$ cat src/rtl/status_vector_push_arbiter_if.sv
// Requester-side and vector-side signals of the status vector push arbiter.
// The arbiter takes the slave modport; the requesters/vector side take the master modport.
interface status_vector_push_arbiter_if #(
    parameter int NUM_REQ = 4,
    parameter int WIDTH   = 8,
    parameter int DEPTH   = 8
);
    localparam int LW = $clog2(DEPTH + 1);

    // Valid/ready semantics: a push is transferred on every edge where push_o is high
    // (the vector always accepts it, since the arbiter never offers a push the vector
    // cannot hold); gnt_o is the per-requester acknowledge of the same transfer.
    logic [NUM_REQ-1:0]       req_i;
    logic [NUM_REQ*WIDTH-1:0] req_value_i;
    logic [NUM_REQ-1:0]       set_req_i;
    logic [NUM_REQ*WIDTH-1:0] set_req_value_i;
    logic                     pull_i;
    logic [NUM_REQ-1:0]       gnt_o;
    logic                     push_o;
    logic [WIDTH-1:0]         value_o;
    logic                     set_o;
    logic [WIDTH-1:0]         set_value_o;
    logic                     set_err_o;
    logic [LW-1:0]            level_o;
    logic                     full_o;

    modport slave (
        input  req_i, req_value_i, set_req_i, set_req_value_i, pull_i,
        output gnt_o, push_o, value_o, set_o, set_value_o, set_err_o, level_o, full_o
    );

    modport master (
        output req_i, req_value_i, set_req_i, set_req_value_i, pull_i,
        input  gnt_o, push_o, value_o, set_o, set_value_o, set_err_o, level_o, full_o
    );
endinterface

$ cat src/rtl/status_vector_push_arbiter.sv
// Round-robin push arbiter in front of a status value vector, with a shadow occupancy
// count and owner tracking so a set only updates the newest entry from its producer.
module status_vector_push_arbiter #(
    parameter int NUM_REQ = 4,
    parameter int WIDTH   = 8,
    parameter int DEPTH   = 8
) (
    input logic                          clk_i,
    input logic                          rsn_i,
    status_vector_push_arbiter_if.slave  bus
);
    localparam int LW = $clog2(DEPTH + 1);
    localparam int PW = (NUM_REQ > 1) ? $clog2(NUM_REQ) : 1;

    logic [NUM_REQ-1:0] gnt_q, gnt_d;
    logic               push_q, push_d;
    logic [WIDTH-1:0]   value_q, value_d;
    logic               set_q, set_d;
    logic [WIDTH-1:0]   set_value_q, set_value_d;
    logic               set_err_q, set_err_d;
    logic [LW-1:0]      level_q, level_d;
    logic               full_q, full_d;
    logic [PW-1:0]      rr_ptr_q, rr_ptr_d;
    logic [PW-1:0]      last_owner_q, last_owner_d;
    logic               last_valid_q, last_valid_d;

    logic               pull_eff;
    logic [NUM_REQ-1:0] eligible;
    logic [NUM_REQ-1:0] accept_mask;
    logic               set_accept;
    logic               found;
    logic [PW-1:0]      win;
    logic [PW-1:0]      idx_v;
    logic               grant;

    always_comb begin
        pull_eff     = bus.pull_i && (level_q != '0);
        // A pull on an empty vector is ignored even when a push lands at the same edge.
        level_d      = level_q + LW'(push_q) - LW'(pull_eff);
        eligible     = bus.req_i & ~gnt_q;

        found = 1'b0;
        win   = '0;
        idx_v = '0;
        for (int i = 0; i < NUM_REQ; i++) begin
            idx_v = PW'((int'(rr_ptr_q) + i) % NUM_REQ);
            if (!found && eligible[idx_v]) begin
                found = 1'b1;
                win   = idx_v;
            end
        end

        accept_mask = '0;
        for (int k = 0; k < NUM_REQ; k++) begin
            accept_mask[k] = bus.set_req_i[k] && last_valid_q &&
                             (last_owner_q == PW'(k)) && (level_d != '0);
        end
        set_accept = |accept_mask;
        set_err_d  = |(bus.set_req_i & ~accept_mask);

        grant = found && (level_d < LW'(DEPTH)) && !set_accept;

        gnt_d        = '0;
        push_d       = 1'b0;
        value_d      = value_q;
        rr_ptr_d     = rr_ptr_q;
        last_owner_d = last_owner_q;
        last_valid_d = last_valid_q;
        set_d        = set_accept;
        set_value_d  = set_value_q;

        if (set_accept) begin
            set_value_d = bus.set_req_value_i[last_owner_q*WIDTH +: WIDTH];
        end

        if (grant) begin
            gnt_d        = NUM_REQ'(1) << win;
            push_d       = 1'b1;
            value_d      = bus.req_value_i[win*WIDTH +: WIDTH];
            rr_ptr_d     = (win == PW'(NUM_REQ - 1)) ? '0 : win + 1'b1;
            last_owner_d = win;
            last_valid_d = 1'b1;
        end else if (level_d == '0) begin
            last_valid_d = 1'b0;
        end

        full_d = (level_d == LW'(DEPTH));
    end

    always_ff @(posedge clk_i) begin
        if (!rsn_i) begin
            gnt_q        <= '0;
            push_q       <= 1'b0;
            value_q      <= '0;
            set_q        <= 1'b0;
            set_value_q  <= '0;
            set_err_q    <= 1'b0;
            level_q      <= '0;
            full_q       <= 1'b0;
            rr_ptr_q     <= '0;
            last_owner_q <= '0;
            last_valid_q <= 1'b0;
        end else begin
            gnt_q        <= gnt_d;
            push_q       <= push_d;
            value_q      <= value_d;
            set_q        <= set_d;
            set_value_q  <= set_value_d;
            set_err_q    <= set_err_d;
            level_q      <= level_d;
            full_q       <= full_d;
            rr_ptr_q     <= rr_ptr_d;
            last_owner_q <= last_owner_d;
            last_valid_q <= last_valid_d;
        end
    end

    assign bus.gnt_o       = gnt_q;
    assign bus.push_o      = push_q;
    assign bus.value_o     = value_q;
    assign bus.set_o       = set_q;
    assign bus.set_value_o = set_value_q;
    assign bus.set_err_o   = set_err_q;
    assign bus.level_o     = level_q;
    assign bus.full_o      = full_q;
endmodule

$ cat src/flat_wrapper.sv
// flat-port wrapper written by rule: the top's interface ports become plain ports
module status_vector_push_arbiter_flat 
#(
    parameter int NUM_REQ = 4,
    parameter int WIDTH   = 8,
    parameter int DEPTH   = 8
)
  (clk_i, rsn_i, bus_req_i, bus_req_value_i, bus_set_req_i, bus_set_req_value_i, bus_pull_i, bus_gnt_o, bus_push_o, bus_value_o, bus_set_o, bus_set_value_o, bus_set_err_o, bus_level_o, bus_full_o);
  status_vector_push_arbiter_if #(.NUM_REQ(NUM_REQ), .WIDTH(WIDTH), .DEPTH(DEPTH)) bus_i ();
  input logic clk_i;
  input logic rsn_i;
  input wire logic [$bits(bus_i.req_i)-1:0] bus_req_i;
  input wire logic [$bits(bus_i.req_value_i)-1:0] bus_req_value_i;
  input wire logic [$bits(bus_i.set_req_i)-1:0] bus_set_req_i;
  input wire logic [$bits(bus_i.set_req_value_i)-1:0] bus_set_req_value_i;
  input wire logic [$bits(bus_i.pull_i)-1:0] bus_pull_i;
  output wire logic [$bits(bus_i.gnt_o)-1:0] bus_gnt_o;
  output wire logic [$bits(bus_i.push_o)-1:0] bus_push_o;
  output wire logic [$bits(bus_i.value_o)-1:0] bus_value_o;
  output wire logic [$bits(bus_i.set_o)-1:0] bus_set_o;
  output wire logic [$bits(bus_i.set_value_o)-1:0] bus_set_value_o;
  output wire logic [$bits(bus_i.set_err_o)-1:0] bus_set_err_o;
  output wire logic [$bits(bus_i.level_o)-1:0] bus_level_o;
  output wire logic [$bits(bus_i.full_o)-1:0] bus_full_o;
  assign bus_i.req_i = bus_req_i;
  assign bus_i.req_value_i = bus_req_value_i;
  assign bus_i.set_req_i = bus_set_req_i;
  assign bus_i.set_req_value_i = bus_set_req_value_i;
  assign bus_i.pull_i = bus_pull_i;
  assign bus_gnt_o = bus_i.gnt_o;
  assign bus_push_o = bus_i.push_o;
  assign bus_value_o = bus_i.value_o;
  assign bus_set_o = bus_i.set_o;
  assign bus_set_value_o = bus_i.set_value_o;
  assign bus_set_err_o = bus_i.set_err_o;
  assign bus_level_o = bus_i.level_o;
  assign bus_full_o = bus_i.full_o;
  status_vector_push_arbiter #(.NUM_REQ(NUM_REQ), .WIDTH(WIDTH), .DEPTH(DEPTH)) u_core (.clk_i(clk_i), .rsn_i(rsn_i), .bus(bus_i));
endmodule
$ cat config.mk
export PLATFORM = sky130hd
export DESIGN_NAME = status_vector_push_arbiter_flat
export DESIGN_NICKNAME = d
export VERILOG_FILES = /design/src/rtl/status_vector_push_arbiter_if.sv /design/src/rtl/status_vector_push_arbiter.sv /design/src/flat_wrapper.sv
export SDC_FILE = /design/constraint.sdc
export NUM_CORES = 1
export LEC_CHECK = 0
export BUFFER_PORTS_ARGS = -buffer_cell sky130_fd_sc_hd__clkbuf_2
export CAP_MARGIN = 5
export CELL_PAD_IN_SITES_DETAIL_PLACEMENT = 1
export CELL_PAD_IN_SITES_GLOBAL_PLACEMENT = 1
export CORE_ASPECT_RATIO = 0.9
export CORE_UTILIZATION = 32
export CTS_CLUSTER_SIZE = 8
export DETAILED_ROUTE_END_ITERATION = 10
export PLACE_DENSITY_LB_ADDON = 0.08
export SLEW_MARGIN = 0
export SYNTH_ARGS = -nofsm -noshare
export SYNTH_HDL_FRONTEND = slang
export SYNTH_SLANG_ARGS = --single-unit
$ cat constraint.sdc
create_clock -name clk_i -period 3.6 [get_ports clk_i]
set_input_delay 0.36 -clock clk_i [delete_from_list [all_inputs] [get_ports clk_i]]
set_output_delay 0.36 -clock clk_i [all_outputs]
set_load 0.05 [all_outputs]
==> key figures, run 1 <==
Run status
  • Status: finished, violations left
  • Failing checks: DRC

Clocking
  • Htree depth: 2
  • Clock Pin Slew Worst Setup and Hold Paths: 70 ps
  • CTS Buf Count: 5
  • Sink Count: 33
  • Total setup buffers inserted after CTS: 0
  • Hold buffers post-CTS: 0
  • Worst skew pair latency: 290 ps
  • CTS Buffer Depth: 2
  • CTS tree: built
  • CTS resizes: 0
  • Root Driver: clkbuf_8

Run
  • Max Cap Viol: 0

Routing
  • Total number of vias: 1,846
  • DRT Wirelength: about 5 mm
  • Post-route DRC: 1
  • Initial DRT Pass Iterations: 6
  • Post-route ant nets: 0
  • DR WL/cell: roughly 14 um
  • Vias per Instance: 5.058
  • Initial DRC count: 38

Placement
  • RePlAce Congestion: around 0.75
  • # port buffers: ~100
  • Dpl hpwl: slightly above 4 mm
  • Placed insts: 357
  • Placed Area: 0.002497 mm^2

Yosys
  • Syn Area/Cell: ~10 um^2
  • Register area share after synthesis: 0.3424
  • Post-synthesis cell count: between 150 and 200
  • Post-Syn Nets: 273
  • Yosys Warn Count: 0
  • Flops & latches, synth: 33
  • Asr flop ratio synth: 0
  • Mapped cell area: slightly below 0.002 mm^2
  • Synth cell types: between 40 and 50
  • Post-synth EDFFs: 0
  • Synth Flop Type: dfxtp_1

Die
  • Row cnt: 26
  • Die Area: 0.006345 mm^2
  • Die W: between 80 and 90 um
  • Core footprint: 0.005758 mm^2
  • Io pins: 103
  • Die Ht: roughly 76 um
  • Initial cell density of the core: 0.3351

Critical path
  • CP startpoint kind: flip-flop
  • Crit-path most repeated cell: ha_1
  • Slowest CP cell: fa_1
  • Critical Path AT: roughly 3400 ps
  • Crit-path cells: inv_1 -> ha_1 -> a21boi_0 -> ha_1 -> inv_1 -> ha_1 -> fa_1 -> or3_4 -> a211oi_4 -> a21oi_1 -> nand2_1 -> o221ai_1
  • Crit path largest cell delay: roughly 450 ps
  • Largest fanout on the critical path: 8
  • Worst Path Class, Setup: reg -> reg
  • WP data required: about 3800 ps
  • Critical Path Sink Type: flip-flop

Finish
  • Layout Cells excl Fill: 365
  • Utilization after layout: 0.4513
  • Layout cell share with drive strength beyond 1: 0.4542
  • Synth-to-Final Area Change: 34.70%
  • # diodes: 0
  • Fin area: 0.002599 mm^2
  • Nets: around 380

Timing
  • Count of pins over their slew limit: 0
  • Setup violators final: 0
  • Hold Violations, Final: 0
  • RSZ-0062 raised after global routing: false
  • Setup TNS: 0 ps
  • Max-slew headroom: 0.5796
  • Fin crit share: 0.8940
  • Final Critical Period: roughly 3200 ps
  • Max frequency: ~310 MHz
  • Clk_skew: roughly 9.9 ps
  • Worst slew pin tran: 630.6 ps

Global routing
  • GRT Util Overall: 0.1693
  • Largest net degree at the start of global routing: 23
  • Vias in the first global route: 1,864
  • First-pass GRT wire length: between 8 and 9 mm
  • Grt total ovfl: 0
  • Antenna violations before repair: 0

Hold path
  • Worst hold path type: in -> reg

Pwr
  • P_leak: 1.291 nW
  • PwrDens: 925.6 mW/mm^2
  • Worst VDD drop: between 0.0002 and 0.00025 V
==> report_power, final <==
part,switching [mW],internal (mW),total [mW],leakage (nW)
logic,0.898,0.589,1.49,0.966
clock network,0.142,0.173,0.315,0.0542
registers,0.113,0.491,0.603,0.271
total,1.15,1.25,2.41,1.29
==> cell families (layout without fill, tap and decap cells) <==
logic type / Yosys count / in the layout / share of synthesized area
flip-flops: 33 / 33 / 0.3424
AND/OR/NAND/NOR: 52 / 52 / 0.1576
buffers and inverters: 21 / 124 / 0.04863
adder cells (fa/ha/maj): 6 / 6 / 0.04280
multiplexers: 35 / 35 / 0.2361
XOR/XNOR: 2 / 2 / 0.009081
AO/OA/AOI/OAI: 43 / 43 / 0.1634
==> layout make-up <==
class,count,area [um^2]
fill,711,3159
multi-input combinational,138,1175
sequential,33,660.6
timing repair buffer,105,533.0
clock buffer,7,96.34
tap,70,87.58
inverter,11,41.29
clock inverter,1,5.005
==> flip-flops by register name, summed over array words and instances, names as in the netlist, named ones only <==
name	cells
u_core.bus.set_o	1
u_core.rr_ptr_q	1
u_core.last_valid_q	1
u_core.bus.set_err_o	1
u_core.bus.value_o	8
u_core.bus.level_o	4
u_core.bus.gnt_o	4
u_core.last_owner_q	2
u_core.bus.set_value_o	8
u_core.bus.push_o	1
u_core.bus.full_o	1
==> worst max-delay path: cells and delay by family (launching register included) <==
family          cells  cell delay (ps)
buf+inv             2              120
flops               1              330
compound gates      4              990
fa+ha+maj           4             1080
simple gates        2              570
==> per-layer routing <==
metal,GRT usage,part of all wire
met4,0.07471,0.017
met3,0.03792,0.047
met1,0.2025,0.45
met2,0.2996,0.49
met5,0,0
==> synthesized netlist by cell type (2+ instances only) <==
library cell,instances,area [um^2]
dfxtp_1,33,660.6
mux2i_1,26,260.3
nor2_1,17,63.81
inv_1,11,41.29
o22ai_1,10,62.56
mux4_2,8,180.2
a21o_1,7,52.55
a21oi_1,6,30.03
nor2b_1,6,37.54
and2_1,5,31.28
ha_1,5,62.56
nand2_1,5,18.77
nor3_1,5,25.02
clkbuf_1,4,15.01
a311oi_1,3,26.28
buf_2,3,15.01
o21ai_0,3,15.01
a211oi_1,2,15.01
a31oi_1,2,12.51
nor3b_1,2,15.01
==> stage by stage <==
| step | hold WS (ps) | total power, mW | setup slack (ps) |
|---|---|---|---|
| 2_1_floorplan | 508.9 | 1.804 | 265.6 |
| 3_3_place_gp | 435.1 | 2.100 | 451.3 |
| 3_5_place_dp | 438.3 | 2.121 | 368.2 |
| 4_1_cts | 372.3 | 2.445 | 342.5 |
| 5_1_grt | 374.9 | 2.595 | 109.5 |
| 6_report | 375.8 | 2.405 | 381.7 |
==> layout by cell type, fill, tap and decap left out, types with 3 or more instances in the layout <==
master    count
clkbuf_8      7
a311oi_1      3
nor2b_1       6
inv_1        11
dfxtp_1      33
o22ai_1      10
buf_4         3
mux4_2        8
nand2_1       5
mux2i_1      26
nor3_1        5
o21ai_0       3
a21o_1        7
nor2_1       17
clkbuf_2    102
a21oi_1       6
ha_1          5
and2_1        5
==> final timing paths <==
| check | start | to | slack [ps] | cells past startpoint |
|---|---|---|---|---|
| max | u_core.bus.level_o[2]$_SDFF_PN0_ | u_core.bus.value_o[7]$_SDFFE_PN0P_ | 380 | 12 |
| min | bus_req_value_i[15] | u_core.bus.value_o[7]$_SDFFE_PN0P_ | 380 | 3 |
| max reg2reg | u_core.bus.level_o[2]$_SDFF_PN0_ | u_core.bus.value_o[7]$_SDFFE_PN0P_ | 380 | 12 |
| min reg2reg | u_core.bus.value_o[3]$_SDFFE_PN0P_ | u_core.bus.value_o[3]$_SDFFE_PN0P_ | 450 | 1 |
(Power assumes the default switching activity.)
==> run 2, diff against run 1 <==
--- a/config.mk
+++ b/config.mk
@@ -13,7 +13,7 @@
 export CORE_UTILIZATION = 32
 export CTS_CLUSTER_SIZE = 8
 export DETAILED_ROUTE_END_ITERATION = 10
-export PLACE_DENSITY_LB_ADDON = 0.08
+export PLACE_DENSITY_LB_ADDON = 0.1
 export SLEW_MARGIN = 0
 export SYNTH_ARGS = -nofsm -noshare
 export SYNTH_HDL_FRONTEND = slang
==> run 2 against run 1 <==
  * The flow still finishes with violations (DRC)
  * Register-to-register slack worse by 60 ps
  * Design area down 0.58%
  * Maximum frequency down 1.8%
  * Via count down 3.3%
  * Die area unchanged
  * Non-clock buffer count unchanged
  * Critical path depth unchanged
  * Hold slack better by 22 ps
  * Critical endpoint unchanged
  * Count of clock-buffer cells in the layout unchanged
  * Sequential power down 2%
  * Clock skew down 1.6 ps
==> key figures, run 2 (same netlist as run 1, synthesis figures left out) <==
Run status
  • Status: finished, violations left
  • Failing checks: DRC

Critical path
  • Critical Path Sink Type: flip-flop
  • WP data required: 3740 ps (-20 ps)
  • Reg2reg setup slack: 320 ps (-60 ps)
  • Reg-to-Reg End: u_core.bus.value_o[7]$_SDFFE_PN0P_
  • CP startpoint kind: flip-flop
  • Worst Path Class, Setup: reg -> reg
  • Crit Reg-Reg Startpoint: u_core.bus.level_o[2]$_SDFF_PN0_
  • CP Capture Point: u_core.bus.value_o[7]$_SDFFE_PN0P_
  • Worst setup startpoint: u_core.bus.level_o[2]$_SDFF_PN0_
  • Worst r2r path cells: 12 (unchanged)
  • Critical Path AT: 3420 ps (+40 ps)
  • Largest fanout on the critical path: 8 (unchanged)

Hold path
  • Hold Path Stages: 3 (unchanged)
  • Worst hold path type: in -> reg

Routing
  • Post-route ant nets: 0 (unchanged)
  • DR WL/cell: 13.59 um (-1.1%)
  • Initial DRT Pass Iterations: 7 (+1)
  • Total number of vias: 1,786 (-3.3%)
  • Post-route DRC: 11 (+10)
  • Initial DRC count: 55 (+45%)
  • Vias per Instance: 4.907 (-3.0%)
  • DRT Wirelength: 4.948 mm (-1.3%)

Die
  • Io pins: 103 (unchanged)
  • Die W: 83.85 um (unchanged)
  • Die Ht: 75.67 um (unchanged)
  • Die Area: 0.006345 mm^2 (unchanged)
  • Core footprint: 0.005758 mm^2 (unchanged)
  • Initial cell density of the core: 0.3351 (unchanged)
  • Row cnt: 26 (unchanged)

Clocking
  • CTS Buf Count: 5 (unchanged)
  • Hold buffers post-CTS: 0 (unchanged)
  • Total setup buffers inserted after CTS: 0 (unchanged)
  • Sink Count: 33 (unchanged)
  • CTS resizes: 0 (unchanged)
  • CTS tree: built
  • Root Driver: clkbuf_8
  • Htree depth: 2 (unchanged)
  • CTS Buffer Depth: 2 (unchanged)
  • Clock Pin Slew Worst Setup and Hold Paths: 70 ps (about the same)
  • Worst skew pair latency: 280 ps (about the same)

Global routing
  • GRT Util Overall: 0.1568 (-0.01247)
  • First-pass GRT wire length: 7.817 mm (-7.1%)
  • Antenna violations before repair: 0 (unchanged)
  • Vias in the first global route: 1,674 (-10%)
  • Grt total ovfl: 0 (unchanged)
  • Largest net degree at the start of global routing: 23 (unchanged)

Finish
  • Layout Cells excl Fill: 364 (-0.27%)
  • # diodes: 0 (unchanged)
  • Layout fillers: 732 (+3.0%)
  • Layout cell share with drive strength beyond 1: 0.4490 (-0.005258)
  • Utilization after layout: 0.4487 (-0.002608)
  • Most frequent cells in the layout: 102 x clkbuf_2, 33 x dfxtp_1, 26 x mux2i_1, 17 x nor2_1, 11 x inv_1
  • Nets: 375 (unchanged)
  • Commonest non-fill, non-tap cell in the layout: clkbuf_2
  • Synth-to-Final Area Change: 33.92%
  • Area of the multi-input gates: 0.001175 mm^2 (unchanged)
  • FF/Latch Area: 660.6 um^2 (unchanged)

Timing
  • Max-slew headroom: 0.5760 (-0.003603)
  • Hold WS: 397.7 ps (+21.89 ps)
  • Max frequency: 305.0 MHz (-1.8%)
  • Setup violators final: 0 (unchanged)
  • Clk_skew: 8.292 ps (-1.630 ps)
  • Setup TNS: 0 ps (unchanged)
  • Fin crit share: 0.9107 (+0.01670)
  • Final Critical Period: 3278 ps (+60.12 ps)
  • Count of pins over their slew limit: 0 (unchanged)
  • Worst slew pin tran: 636.0 ps (+5.405 ps)
  • RSZ-0062 raised after global routing: false
  • Hold Violations, Final: 0 (unchanged)

Pwr
  • Switching power: 1.141 mW (-1.0%)
  • P_leak: 1.281 nW (-0.77%)
  • Worst VDD drop: 0.0003949 V (+63%)
  • Clock share of power: 0.117 (-0.014)
  • Switching share of power: 0.4812 (+0.001775)
  • Power share of the combinational group: 0.635 (+0.017)
  • PwrDens: 917.9 mW/mm^2 (-0.83%)
  • Reg power frac: 0.248 (-0.003)
  • Pint: 1.230 mW (-1.7%)
  • Pwr Total: 2.372 mW (-1.4%)

Placement
  • # port buffers: 102 (unchanged)
  • RePlAce Congestion: 0.7887 (+5.4%)
  • Placed insts: 357 (unchanged)
  • Dpl hpwl: 3.971 mm (-1.3%)

Run
  • Max Cap Viol: 0 (unchanged)
[run 2: power by group through the flow]
| stage | registers, mW | clock network, mW | logic [mW] |
|---|---|---|---|
| after floorplan | 0.884 | 0 | 0.920 |
| after global placement | 0.593 | 0 | 1.51 |
| after detailed placement | 0.597 | 0 | 1.53 |
| after CTS | 0.591 | 0.291 | 1.53 |
| after global routing | 0.609 | 0.306 | 1.64 |
| final | 0.588 | 0.278 | 1.51 |
[run 2: layout make-up]
type,instances,area share
clock buffers,7,0.03341
well taps,70,0.03390
multi-input cells,138,0.4547
flip-flops and latches,33,0.2557
inverters,11,0.01598
repair buffers,105,0.2063
[run 2: per-layer routing]
| metal | up-vias | wire length, um | track usage |
|---|---|---|---|
| met2 | 66 | 2228 | 0.2559 |
| met5 | - | 0 | 0 |
| met1 | 810 | 2333 | 0.2086 |
| met3 | 2 | 380 | 0.04984 |
| met4 | 0 | 6 | 0.02874 |
| li1 | 908 | - | - |
[run 2: metrics by stage]
stage / cell area (um^2) / setup slack, ps
6_report: 2584 / 321.6
2_1_floorplan: 1929 / 265.6
4_1_cts: 2584 / 308.0
5_1_grt: 2584 / 90.84
3_3_place_gp: 2497 / 457.9
3_5_place_dp: 2497 / 316.7
[run 2: critical path, cell delays in order, from the launching register on]
cell and delay (ps):
dfxtp_1 330, inv_1 60, ha_1 180, a21boi_0 180
ha_1 260, inv_1 60, ha_1 190, fa_1 440
or3_4 430, a211oi_4 430, a21oi_1 310, nand2_1 150
o221ai_1 110
[run 2: worst min-delay path by stage]
stage / startpoint / endpoint / slack [ps]
floorplan: u_core.rr_ptr_q[1]$_SDFFE_PN0P_ / u_core.rr_ptr_q[1]$_SDFFE_PN0P_ / 510
global placement: u_core.bus.value_o[3]$_SDFFE_PN0P_ / u_core.bus.value_o[3]$_SDFFE_PN0P_ / 440
detailed placement: u_core.bus.value_o[3]$_SDFFE_PN0P_ / u_core.bus.value_o[3]$_SDFFE_PN0P_ / 440
CTS: bus_req_value_i[15] / u_core.bus.value_o[7]$_SDFFE_PN0P_ / 400
global route: bus_req_value_i[15] / u_core.bus.value_o[7]$_SDFFE_PN0P_ / 400
finish: bus_req_value_i[15] / u_core.bus.value_o[7]$_SDFFE_PN0P_ / 400
==> run 3, diff against run 2 <==
--- a/config.mk
+++ b/config.mk
@@ -5,14 +5,15 @@
 export SDC_FILE = /design/constraint.sdc
 export NUM_CORES = 1
 export LEC_CHECK = 0
-export BUFFER_PORTS_ARGS = -buffer_cell sky130_fd_sc_hd__clkbuf_2
 export CAP_MARGIN = 5
 export CELL_PAD_IN_SITES_DETAIL_PLACEMENT = 1
 export CELL_PAD_IN_SITES_GLOBAL_PLACEMENT = 1
 export CORE_ASPECT_RATIO = 0.9
-export CORE_UTILIZATION = 32
+export CORE_MARGIN = 3
+export CORE_UTILIZATION = 45
 export CTS_CLUSTER_SIZE = 8
 export DETAILED_ROUTE_END_ITERATION = 10
+export DONT_BUFFER_PORTS = 1
 export PLACE_DENSITY_LB_ADDON = 0.1
 export SLEW_MARGIN = 0
 export SYNTH_ARGS = -nofsm -noshare
==> run 3 against run 2 <==
  * The run now ends clean
  * Count of clock-buffer cells in the layout down 2
  * Non-clock buffer count down 99
  * Design area down 19%
  * Largest power group unchanged
  * Sequential power up 50%
  * First-iteration DRC count down 25%
  * Critical endpoint unchanged
  * Global-route usage up 5.9 points
  * Sequential share of layout area up 6.1 points
  * Wire length up 2.4%
  * Via count down 16%
  * Flip-flop and latch count unchanged
  * Hold slack worse by 210 ps
  * Power down 0.44%
  * Largest cell class unchanged
==> key figures, run 3 (same netlist as run 1, synthesis figures left out) <==
Run status
  • Status: finished clean

Die
  • Die Ht: 68.12 um (-10%)
  • Row cnt: 21 (-19%)
  • Core footprint: 0.003915 mm^2 (-32%)
  • Die W: 75.02 um (-11%)
  • Io pins: 103 (unchanged)
  • Initial cell density of the core: 0.4928 (+0.1577)
  • Die Area: 0.005110 mm^2 (-19%)

Routing
  • Total number of vias: 1,492 (-16%)
  • DR WL/cell: 21.02 um (+55%)
  • Post-route DRC: 0 (-11)
  • Initial DRT Pass Iterations: 4 (-3)
  • Vias per Instance: 6.191 (+26%)
  • Initial DRC count: 41 (-25%)
  • DRT Wirelength: 5.065 mm (+2.4%)
  • Post-route ant nets: 0 (unchanged)

Clocking
  • CTS Buffer Depth: 2 (unchanged)
  • Total setup buffers inserted after CTS: 0 (unchanged)
  • CTS Buf Count: 5 (unchanged)
  • CTS resizes: 0 (unchanged)
  • Htree depth: 2 (unchanged)
  • CTS tree: built
  • Sink Count: 33 (unchanged)
  • Worst skew pair latency: 290 ps (about the same)
  • Hold buffers post-CTS: 0 (unchanged)
  • Root Driver: clkbuf_8
  • Clock Pin Slew Worst Setup and Hold Paths: 70 ps (about the same)

Finish
  • Synth-to-Final Area Change: 7.977%
  • # diodes: 0 (unchanged)
  • Commonest non-fill, non-tap cell in the layout: dfxtp_1
  • Most frequent cells in the layout: 33 x dfxtp_1, 26 x mux2i_1, 17 x nor2_1, 11 x inv_1, 10 x o22ai_1
  • Nets: 276 (-26%)
  • Layout cell share with drive strength beyond 1: 0.1744 (-0.2746)
  • Layout fillers: 439 (-40%)
  • Utilization after layout: 0.5321 (+0.08340)

Placement
  • # port buffers: 0 (-100%)
  • Dpl hpwl: 3.986 mm (+0.39%)
  • DP Worst Slack: 350.8 ps (+34.15 ps)
  • RePlAce Congestion: 0.7069 (-10%)

Global routing
  • Vias in the first global route: 1,679 (+0.30%)
  • First-pass GRT wire length: 8.107 mm (+3.7%)
  • Largest net degree at the start of global routing: 23 (unchanged)
  • Grt total ovfl: 0 (unchanged)
  • Antenna violations before repair: 0 (unchanged)
  • GRT Util Overall: 0.2155 (+0.05872)

Timing
  • Hold Violations, Final: 0 (unchanged)
  • Hold WS: 192.4 ps (-205.2 ps)
  • Max frequency: 308.3 MHz (+1.1%)
  • Worst slew pin tran: 1244 ps (+608.1 ps)
  • Final Critical Period: 3243 ps (-35.27 ps)
  • Setup violators final: 0 (unchanged)
  • Setup ws final: 356.9 ps (+35.27 ps)
  • Count of pins over their slew limit: 0 (unchanged)
  • RSZ-0062 raised after global routing: false
  • Fin crit share: 0.9009 (-0.009797)
  • Setup TNS: 0 ps (unchanged)
  • Clk_skew: 10.12 ps (+1.827 ps)
  • Max-slew headroom: 0.1705 (-0.4055)

Run
  • Max Cap Viol: 0 (unchanged)

Hold path
  • Worst hold path type: in -> reg
  • Hold Path Stages: 1 (-2)

Critical path
  • Worst Path Class, Setup: reg -> reg
  • WP data required: 3760 ps (+20 ps)
  • CP startpoint kind: flip-flop
  • Worst r2r path cells: 12 (unchanged)
  • Largest fanout on the critical path: 8 (unchanged)
  • Critical Path AT: 3400 ps (-20 ps)
  • Critical Path Sink Type: flip-flop

Pwr
  • Worst VDD drop: 0.0003770 V (-4.5%)
  • PwrDens: 1133 mW/mm^2 (+23%)
  • P_leak: 0.8729 nW (-32%)
[run 3: area by class of cell]
cell class | instances | area (um^2) | area share
multi-input combinational | 138 | 1175 | 0.5640
sequential | 33 | 660.6 | 0.3171
clock buffer | 5 | 68.82 | 0.03303
tap | 46 | 57.56 | 0.02763
timing repair buffer | 6 | 45.04 | 0.02162
inverter | 11 | 41.29 | 0.01982
clock inverter | 2 | 35.03 | 0.01682
[run 3: metal layers]
metal,part of all wire,wire length (um),track usage,up-vias
met5,0,0,0,-
met4,0.015,75,0.05333,0
met3,0.085,432,0.09251,9
met2,0.53,2663,0.3880,64
met1,0.37,1893,0.2313,708
li1,-,-,-,711
[run 3: path summary, 6_finish.rpt]
| path | start | end | slack [ps] |
|---|---|---|---|
| max reg2reg | u_core.bus.level_o[2]$_SDFF_PN0_ | u_core.bus.value_o[7]$_SDFFE_PN0P_ | 360 |
| max | u_core.bus.level_o[2]$_SDFF_PN0_ | u_core.bus.value_o[7]$_SDFFE_PN0P_ | 360 |
| min reg2reg | u_core.rr_ptr_q[1]$_SDFFE_PN0P_ | u_core.rr_ptr_q[1]$_SDFFE_PN0P_ | 600 |
| min | rsn_i | u_core.bus.set_o$_SDFF_PN0_ | 190 |
[run 3: metrics by stage]
step	cells	power, mW	instance area (um^2)
4_1_cts	241	2.386	2083
2_1_floorplan	192	1.804	1929
3_5_place_dp	234	2.032	1979
3_3_place_gp	234	1.957	1979
6_report	241	2.361	2083
5_1_grt	241	2.532	2083
[run 3: power breakdown]
group | switching, mW | internal (mW)
clock network | 0.138 | 0.201
registers | 0.392 | 0.490
logic | 0.616 | 0.524
total | 1.15 | 1.22
[run 3: worst max-delay path: stages (launching register included)]
cell and delay [ps]:
dfxtp_1 330, inv_1 60, ha_1 200, a21boi_0 170, ha_1 260, inv_1 60
ha_1 180, fa_1 450, or3_4 440, a211oi_4 410, a21oi_1 300, nand2_1 150
o221ai_1 100
